`src/rtl/arb_pkg.sv`:
```
// Shared types and the round-robin search helper for the req/gnt arbiter.
package arb_pkg;

    typedef enum logic {IDLE, GRANT} arb_state_e;

    // Widest requester vector the helper supports.
    localparam int unsigned MAX_REQ = 32;

    // Index of the first set bit of req at or after start, wrapping modulo num_req.
    // Returns num_req when no bit is set.
    function automatic int unsigned rr_next(input logic [MAX_REQ-1:0] req,
                                            input int unsigned        start,
                                            input int unsigned        num_req);
        int unsigned idx;
        logic        found;
        rr_next = num_req;
        found   = 1'b0;
        for (int unsigned i = 0; i < MAX_REQ; i++) begin
            if (i < num_req) begin
                idx = start + i;
                if (idx >= num_req) idx = idx - num_req;
                if (!found && req[idx[4:0]]) begin
                    rr_next = idx;
                    found   = 1'b1;
                end
            end
        end
    endfunction

endpackage

```
`src/rtl/rr_priority_pick.sv`:
```
// Combinational round-robin winner search with an exclusion mask.
module rr_priority_pick
    import arb_pkg::*;
#(
    parameter  int unsigned NUM_REQ = 4,
    localparam int unsigned IDW     = $clog2(NUM_REQ)
) (
    input  logic [NUM_REQ-1:0] req,
    input  logic [IDW-1:0]     start,
    input  logic [NUM_REQ-1:0] excl,
    output logic [NUM_REQ-1:0] winner,
    output logic [IDW-1:0]     winner_idx,
    output logic               found
);

    logic [MAX_REQ-1:0] cand;
    int unsigned        idx;

    // Search the masked request vector starting at the priority index.
    always_comb begin
        cand               = '0;
        cand[NUM_REQ-1:0]  = req & ~excl;
        idx                = rr_next(cand, 32'(start), NUM_REQ);
        found              = (idx < NUM_REQ);
        winner_idx         = found ? IDW'(idx) : '0;
        winner             = found ? (NUM_REQ'(1) << winner_idx) : '0;
    end

endmodule

```
`src/rtl/rr_req_gnt_arbiter.sv`:
```
// Round-robin arbiter with registered one-hot grant and a per-owner hold limit.
module rr_req_gnt_arbiter
    import arb_pkg::*;
#(
    parameter  int unsigned NUM_REQ  = 4,
    parameter  int unsigned MAX_HOLD = 8,
    localparam int unsigned IDW      = $clog2(NUM_REQ)
) (
    input  logic               clk,
    input  logic               res,
    input  logic [NUM_REQ-1:0] req,
    output logic [NUM_REQ-1:0] gnt,
    output logic [IDW-1:0]     gnt_id,
    output logic               busy,
    output logic               preempt
);

    localparam int unsigned     HW        = (MAX_HOLD == 0) ? 1 : $clog2(MAX_HOLD + 1);
    // Counter parks here so a late-arriving competitor still triggers expiry.
    localparam logic [HW-1:0]   HOLD_LAST = (MAX_HOLD == 0) ? '0 : HW'(MAX_HOLD - 1);

    arb_state_e         state_q, state_d;
    logic [IDW-1:0]     ptr_q, ptr_d;
    logic [HW-1:0]      hold_q, hold_d;
    logic [NUM_REQ-1:0] gnt_q, gnt_d;
    logic [IDW-1:0]     gnt_id_q, gnt_id_d;
    logic               preempt_q, preempt_d;

    logic [IDW-1:0]     start;
    logic [NUM_REQ-1:0] excl;
    logic [NUM_REQ-1:0] winner;
    logic [IDW-1:0]     winner_idx;
    logic               found;
    logic               owner_req;
    logic               others_req;
    logic               expire;
    logic               take;

    function automatic logic [IDW-1:0] wrap_inc(input logic [IDW-1:0] i);
        return (i == IDW'(NUM_REQ - 1)) ? '0 : i + IDW'(1);
    endfunction

    // While granted, search starts after the owner and never picks the owner again.
    always_comb begin
        start      = (state_q == GRANT) ? wrap_inc(gnt_id_q) : ptr_q;
        excl       = (state_q == GRANT) ? gnt_q : '0;
        owner_req  = |(req & gnt_q);
        others_req = |(req & ~gnt_q);
        expire     = (MAX_HOLD != 0) && (hold_q == HOLD_LAST) && owner_req && others_req;
    end

    rr_priority_pick #(
        .NUM_REQ(NUM_REQ)
    ) u_pick (
        .req       (req),
        .start     (start),
        .excl      (excl),
        .winner    (winner),
        .winner_idx(winner_idx),
        .found     (found)
    );

    // State register and registered outputs.
    always_ff @(posedge clk) begin
        if (res) begin
            state_q   <= IDLE;
            ptr_q     <= '0;
            hold_q    <= '0;
            gnt_q     <= '0;
            gnt_id_q  <= '0;
            preempt_q <= 1'b0;
        end else begin
            state_q   <= state_d;
            ptr_q     <= ptr_d;
            hold_q    <= hold_d;
            gnt_q     <= gnt_d;
            gnt_id_q  <= gnt_id_d;
            preempt_q <= preempt_d;
        end
    end

    // Next-state logic: leave GRANT only when the owner releases and nobody else waits.
    always_comb begin
        state_d = IDLE;
        case (state_q)
            IDLE:    state_d = found ? GRANT : IDLE;
            GRANT:   state_d = (!owner_req && !found) ? IDLE : GRANT;
            default: state_d = IDLE;
        endcase
    end

    // Grant, pointer and hold counter updates.
    always_comb begin
        gnt_d     = gnt_q;
        gnt_id_d  = gnt_id_q;
        ptr_d     = ptr_q;
        hold_d    = hold_q;
        preempt_d = 1'b0;
        take      = 1'b0;
        case (state_q)
            IDLE: take = found;
            GRANT: begin
                if (!owner_req) begin
                    if (found) begin
                        take = 1'b1;
                    end else begin
                        gnt_d  = '0;
                        hold_d = '0;
                    end
                end else if (expire) begin
                    take      = 1'b1;
                    preempt_d = 1'b1;
                end else if ((MAX_HOLD != 0) && (hold_q != HOLD_LAST)) begin
                    hold_d = hold_q + HW'(1);
                end
            end
            default: begin
                gnt_d    = '0;
                gnt_id_d = '0;
                hold_d   = '0;
            end
        endcase
        if (take) begin
            gnt_d    = winner;
            gnt_id_d = winner_idx;
            ptr_d    = wrap_inc(winner_idx);
            hold_d   = '0;
        end
    end

    assign gnt     = gnt_q;
    assign gnt_id  = gnt_id_q;
    assign busy    = |gnt_q;
    assign preempt = preempt_q;

endmodule

```
`config.mk`:
```
export PLATFORM = sky130hd
export DESIGN_NAME = rr_req_gnt_arbiter
export DESIGN_NICKNAME = d
export VERILOG_FILES = /design/src/rtl/arb_pkg.sv /design/src/rtl/rr_priority_pick.sv /design/src/rtl/rr_req_gnt_arbiter.sv
export SDC_FILE = /design/constraint.sdc
export NUM_CORES = 1
export LEC_CHECK = 0
export CORE_ASPECT_RATIO = 0.75
export CORE_MARGIN = 1.5
export CORE_UTILIZATION = 40
export DETAILED_ROUTE_END_ITERATION = 12
export GPL_ROUTABILITY_DRIVEN = 0
export PLACE_DENSITY = 0.58
export SETUP_SLACK_MARGIN = 0.15
export SYNTH_ARGS = -nofsm -noshare
export SYNTH_HDL_FRONTEND = slang
export SYNTH_SLANG_ARGS = --single-unit
```
`constraint.sdc`:
```
create_clock -name clk -period 3.7 [get_ports clk]
set_input_delay 0.74 -clock clk [delete_from_list [all_inputs] [get_ports clk]]
set_output_delay 0.74 -clock clk [all_outputs]
set_load 0.02 [all_outputs]
```
==> results.py, run 1 <==
metrics = {
    "layout": {
        "fin_nets": 171,
        "finalInstanceArea_um2": 1423,
        "fin_cells": 190,
        "area_growth_pct": 21.60,
        "fillers": 275,
        "final_common_cell": "dfxtp_1",
        "layout_common_cells": "14 x dfxtp_1, 13 x clkdlybuf4s50_1, 10 x ha_1",
        "antenna_cells": 0,
        "drive_above_1_share": 0.1234,
    },
    "die": {
        "die_area_um2": 3261,
        "die_y_um": 49.84,
        "initial_core_util": 0.4329,
        "rows": 16,
        "fp.dieW_um": 65.45,
        "io_pins": 14,
        "coreArea_um2": 2703,
    },
    "worst_setup_path": {
        "ff2ff_setup_slack_ns": 0.34,
        "path_common_cell": "ha_1",
        "cp_slowest_stage_delay_ns": 0.59,
        "startpoint_type": "register",
        "reg2reg_to": "ptr_q[1]$_SDFFE_PP0P_",
        "path_cells": "ha_1 -> or3b_4 -> nand2_8 -> inv_6 -> ha_1 -> mux4_2 -> or4_1 -> o32a_1 -> inv_1 -> ha_1 -> mux2i_1 -> nor2_1",
        "reg2regPathDepth": 12,
        "end_kind": "register",
        "crit_type": "register to register",
        "cp_data_arrival_time_ns": 3.49,
        "worstPathMaxFanout": 10,
        "reg2reg_from": "gnt_id[0]$_SDFFE_PP0P_",
        "cp.required_ns": 3.82,
        "slowest_stage": "or4_1",
        "critical_path.startpoint": "gnt_id[0]$_SDFFE_PP0P_",
    },
    "yosys": {
        "syn_area_per_cell_um2": 8.666,
        "synth-warning-count": 0,
        "synth_seq_cells": 14,
        "synth_edf_count": 0,
        "synth-async-reset-ratio": 0,
        "synth_nets": 151,
        "ys.flop_type": "dfxtp_1",
        "yosysSeqAreaShare": 0.2396,
        "synthCells": 135,
        "syn_area_um2": 1170,
        "yosysUniqueCellTypes": 45,
    },
    "sta": {
        "setup_violations": 0,
        "hold_violations": 0,
        "fin_ws_ns": 0.3382,
        "whs_ns": 0.5016,
        "rsz0062_at_grt": "false",
        "maxSlewViolCount": 0,
        "slew_headroom": 0.5584,
        "worst_pin_slew_ns": 0.6457,
        "skew_ns": 0.001958,
        "finalCritPeriodShare": 0.9086,
        "timing.fmax_ghz": 0.2975,
        "setup_tns_ns": 0,
        "min_period_ns": 3.362,
    },
    "clock_tree": {
        "htreeDepth": 1,
        "cts_num_sinks": 14,
        "clk-insertion-delay-late_ns": 0.25,
        "clk_pin_slew_worst_paths_ns": 0.06,
        "cts_buffer_depth": 2,
        "cts-root-buf": "clkbuf_8",
        "cts_tree": "built",
        "cts_made_buffers": 3,
    },
    "power_and_ir_drop": {
        "ir_drop_mv": 0.4574,
        "power.static_leakage_nw": 0.5704,
        "pwr_density_cell_nw_per_um2": 1080,
    },
    "grt": {
        "antenna_found_initial": 0,
        "grt_usage": 0.1881,
        "grt_pass1_wl_mm": 4.719,
        "grt_pass1_vias": 979,
        "grt-ovfl-total": 0,
        "grt_start_max_net_pins": 17,
    },
    "min_path": {
        "holdPathEnd": "hold_q[3]$_SDFFE_PP0P_",
        "hold_depth": 2,
        "hp-class": "register to register",
        "hold_path.startpoint": "hold_q[3]$_SDFFE_PP0P_",
    },
    "routing": {
        "avgRoutedWirePerCell_um": 15.34,
        "wl_mm": 2.915,
        "drt-pass1-iter-count": 4,
        "ant_nets": 0,
        "post-route-drc-count": 0,
        "via_count": 1166,
        "drt-vias-per-instance": 6.137,
        "drtIter0Drc": 63,
    },
    "outcome": {
        "outcome": "complete, no violations",
    },
    "placement": {
        "place_hpwl_mm": 2.262,
        "placed_cell_area_um2": 1345,
        "pre_cts_ws_ns": 0.1885,
        "dp_cells": 183,
        "place.port_buffers": 13,
    },
    "flow_run": {
        "maxCapViolations": 0,
    },
}
layer usage:
layer  vias to the layer above  share of wire  global-route usage
met3                         6          0.081             0.04110
met2                        52           0.43              0.2942
met5                         -              0                   0
met4                         0          0.013             0.05208
met1                       544           0.47              0.2605
li1                        564              -                   -
kinds of logic (layout without fill, tap and decap cells):
kind of cell,after synthesis,after routing,synth area share
DFF,14,14,0.2396
buffers and inverters,11,30,0.04279
muxes,10,10,0.09840
and+or+nand+nor,45,45,0.2321
adders and majority gates,10,10,0.1070
AOI/OAI and AO/OA,45,45,0.2802
worst max-delay path: cells and delay by family (launching register included):
kind,cells,cell delay [ns]
and+or+nand+nor,4,1.19
adders and majority gates,3,0.77
muxes,2,0.53
DFF,1,0.35
AOI/OAI and AO/OA,1,0.24
buffers and inverters,2,0.15
flip-flops by register name, indices dropped and copies added, names as in the netlist:
register and cells:
hold_q 4, preempt 1, ptr_q 2, gnt 4, state_q 1, gnt_id 2
power by group:
group          leakage, nW  total (mW)  switching [mW]  internal, mW
combinational        0.427        1.16           0.650         0.513
sequential           0.115       0.224          0.0349         0.189
clock               0.0288       0.149          0.0551        0.0943
synth_stat cells, types with 2 or more instances:
master	number	area, um^2
dfxtp_1	14	280.3
ha_1	10	125.1
a21oi_1	8	40.04
nand2_1	8	30.03
nor2_1	8	30.03
inv_1	7	26.28
mux2i_1	7	70.07
nand3_1	7	35.03
nor2b_1	5	31.28
o21ai_0	5	25.02
a21boi_0	4	30.03
a22o_1	4	35.03
or4_1	4	30.03
a31oi_1	3	18.77
nor4_1	3	18.77
a211oi_1	2	15.01
a22oi_1	2	15.01
a32oi_1	2	17.52
clkbuf_1	2	7.510
o211a_1	2	20.02
o31a_1	2	17.52
o31ai_1	2	15.01
or2_2	2	12.51
final cells by class:
class	count	area [um^2]	share of cell area
Clock buffer	4	55.05	0.03870
Inverter	8	35.03	0.02463
Multi-Input combinational cell	110	839.6	0.5902
Sequential cell	14	280.3	0.1970
Tap cell	36	45.04	0.03166
Timing Repair Buffer	18	167.7	0.1179
through the flow:
step | power [mW] | util
final | 1.537 | 0.5264
after global routing | 1.670 | 0.5264
after CTS | 1.467 | 0.5181
after detailed placement | 1.309 | 0.4977
after global placement | 1.314 | 0.4977
after floorplan | 1.055 | -
what timing repair did:
item,4_1_cts,5_1_grt
resized for setup,0,0
setup buffers,0,3
setup endpoints to repair,0,1
hold buffers,0,0
worst max-delay path by stage:
stage / slack [ns] / end / cells after the start
CTS: 0.31 / ptr_q[1]$_SDFFE_PP0P_ / 12
finish: 0.34 / ptr_q[1]$_SDFFE_PP0P_ / 12
floorplan: 0.48 / ptr_q[1]$_SDFFE_PP0P_ / 12
global route: 0.17 / ptr_q[1]$_SDFFE_PP0P_ / 12
detailed placement: 0.19 / ptr_q[1]$_SDFFE_PP0P_ / 9
global placement: 0.22 / ptr_q[1]$_SDFFE_PP0P_ / 9
(Power assumes the default switching activity.)
==> inputs of run 2 (changes only) <==
Settings changed: CORE_MARGIN 1.5 to 10, SKIP_LAST_GASP set to 1.
==> results.py, run 2 (synthesized netlist as in run 1, its figures left out) <==
metrics = {
    "outcome": {
        "outcome": "complete, no violations",
    },
    "die": {
        "die_y_um": 66.84,
        "io_pins": 14,
        "fp.dieW_um": 82.45,
        "die_area_um2": 5510,
        "initial_core_util": 0.4329,
        "rows": 16,
        "coreArea_um2": 2703,
    },
    "clock_tree": {
        "cts_buffer_depth": 2,
        "cts-root-buf": "clkbuf_8",
        "cts_made_buffers": 3,
        "clk-insertion-delay-late_ns": 0.24,
        "cts_tree": "built",
        "htreeDepth": 1,
        "cts_num_sinks": 14,
        "ctsHoldBuffers": 0,
        "postCtsSetupRepairBufs": 0,
        "clk_pin_slew_worst_paths_ns": 0.06,
        "cts_resized": 0,
    },
    "min_path": {
        "hold_path.startpoint": "hold_q[3]$_SDFFE_PP0P_",
        "hp-class": "register to register",
    },
    "worst_setup_path": {
        "startpoint_type": "register",
        "crit_type": "register to register",
        "worstPathMaxFanout": 11,
        "reg2reg_from": "state_q$_SDFF_PP0_",
        "cp.required_ns": 3.82,
        "critical_path.startpoint": "state_q$_SDFF_PP0_",
        "cp_data_arrival_time_ns": 3.51,
        "slowest_stage": "or4_1",
        "path_common_cell": "ha_1",
        "cp_slowest_stage_delay_ns": 0.56,
        "path_cells": "or3b_4 -> nand2_8 -> inv_6 -> ha_1 -> mux4_2 -> or4_1 -> o32a_1 -> inv_1 -> ha_1 -> mux2i_1 -> nor2_1",
        "cp_top_family": "simple AND/OR/NAND/NOR gates",
        "end_kind": "register",
        "critPathBufInv": 2,
    },
    "routing": {
        "met2_length_mm": 1.282,
        "via_count": 1100,
        "routedLengthMet1_mm": 1.350,
        "drt-pass1-iter-count": 4,
        "ant_nets": 0,
        "drt-vias-per-instance": 5.851,
        "wl_met3_um": 173,
        "avgRoutedWirePerCell_um": 14.97,
        "wl_mm": 2.815,
        "drtIter0Drc": 67,
        "post-route-drc-count": 0,
        "top_layer": "met4",
    },
    "sta": {
        "setup_tns_ns": 0,
        "finalCritPeriodShare": 0.9161,
        "setup_violations": 0,
        "skew_ns": 0.0004633,
        "hold_violations": 0,
        "rsz0062_at_grt": "false",
        "slew_headroom": 0.5878,
        "maxSlewViolCount": 0,
        "timing.fmax_ghz": 0.2950,
        "min_period_ns": 3.390,
        "worst_pin_slew_ns": 0.6127,
    },
    "grt": {
        "grt_pass1_vias": 1028,
        "grt-ovfl-total": 0,
        "grt_pass1_wl_mm": 4.698,
        "antenna_found_initial": 0,
        "grt_usage": 0.1069,
        "grt_start_max_net_pins": 12,
    },
    "layout": {
        "final_common_cell": "dfxtp_1",
        "fillers": 254,
        "layout_common_cells": "14 x dfxtp_1, 13 x clkdlybuf4s50_1, 10 x ha_1",
        "area_growth_pct": 20.32,
        "drive_above_1_share": 0.1118,
        "seqCellArea_um2": 280.3,
        "antenna_cells": 0,
        "fin_nets": 169,
        "finalInstanceArea_um2": 1408,
        "multi_input_area_um2": 839.6,
    },
    "placement": {
        "placed_cell_area_um2": 1353,
        "place_hpwl_mm": 2.304,
        "place.port_buffers": 13,
    },
    "power_and_ir_drop": {
        "ir_drop_mv": 0.4425,
        "power.static_leakage_nw": 0.5610,
        "pwr_density_cell_nw_per_um2": 1035,
    },
    "flow_run": {
        "maxCapViolations": 0,
    },
}
[run 2: routing by layer]
layer | up-vias | GRT usage
met3 | 2 | 0.04558
li1 | 560 | -
met5 | - | 0
met2 | 23 | 0.1705
met4 | 0 | 0.02331
met1 | 515 | 0.1298
[run 2: tightest hold or removal path, cell delays in order, from the launching register on]
cell and delay, ns:
dfxtp_1 0.32, o31ai_1 0.07, a21oi_1 0.06
[run 2: power by group]
part | internal [mW] | switching [mW]
Sequential | 0.189 | 0.0466
Combinational | 0.471 | 0.603
Clock | 0.0942 | 0.0527
Total | 0.755 | 0.702
[run 2: final cells by class]
cell class                      instances  share of cell area
Tap cell                               36             0.03200
Sequential cell                        14              0.1991
Clock buffer                            4             0.03911
Timing Repair Buffer                   16              0.1084
Multi-Input combinational cell        110              0.5964
Inverter                                8             0.02489
[run 2: through the flow]
step | util | hold slack [ns] | total power [mW] | setup slack, ns | std cells
2_1_floorplan | - | 0.4480 | 1.055 | 0.4841 | 135
3_3_place_gp | 0.5005 | 0.4724 | 1.316 | 0.2324 | 184
3_5_place_dp | 0.5005 | 0.4949 | 1.307 | 0.2296 | 184
4_1_cts | 0.5208 | 0.5033 | 1.461 | 0.3196 | 188
5_1_grt | 0.5208 | 0.5188 | 1.606 | 0.1665 | 188
6_report | 0.5208 | 0.5001 | 1.457 | 0.3103 | 188
[run 2: final timing paths]
| path | to | slack [ns] | cells past startpoint |
|---|---|---|---|
| setup reg to reg | ptr_q[1]$_SDFFE_PP0P_ | 0.31 | 11 |
| hold reg to reg | hold_q[3]$_SDFFE_PP0P_ | 0.50 | 2 |
| setup / recovery | ptr_q[1]$_SDFFE_PP0P_ | 0.31 | 11 |
| hold / removal | hold_q[3]$_SDFFE_PP0P_ | 0.50 | 2 |
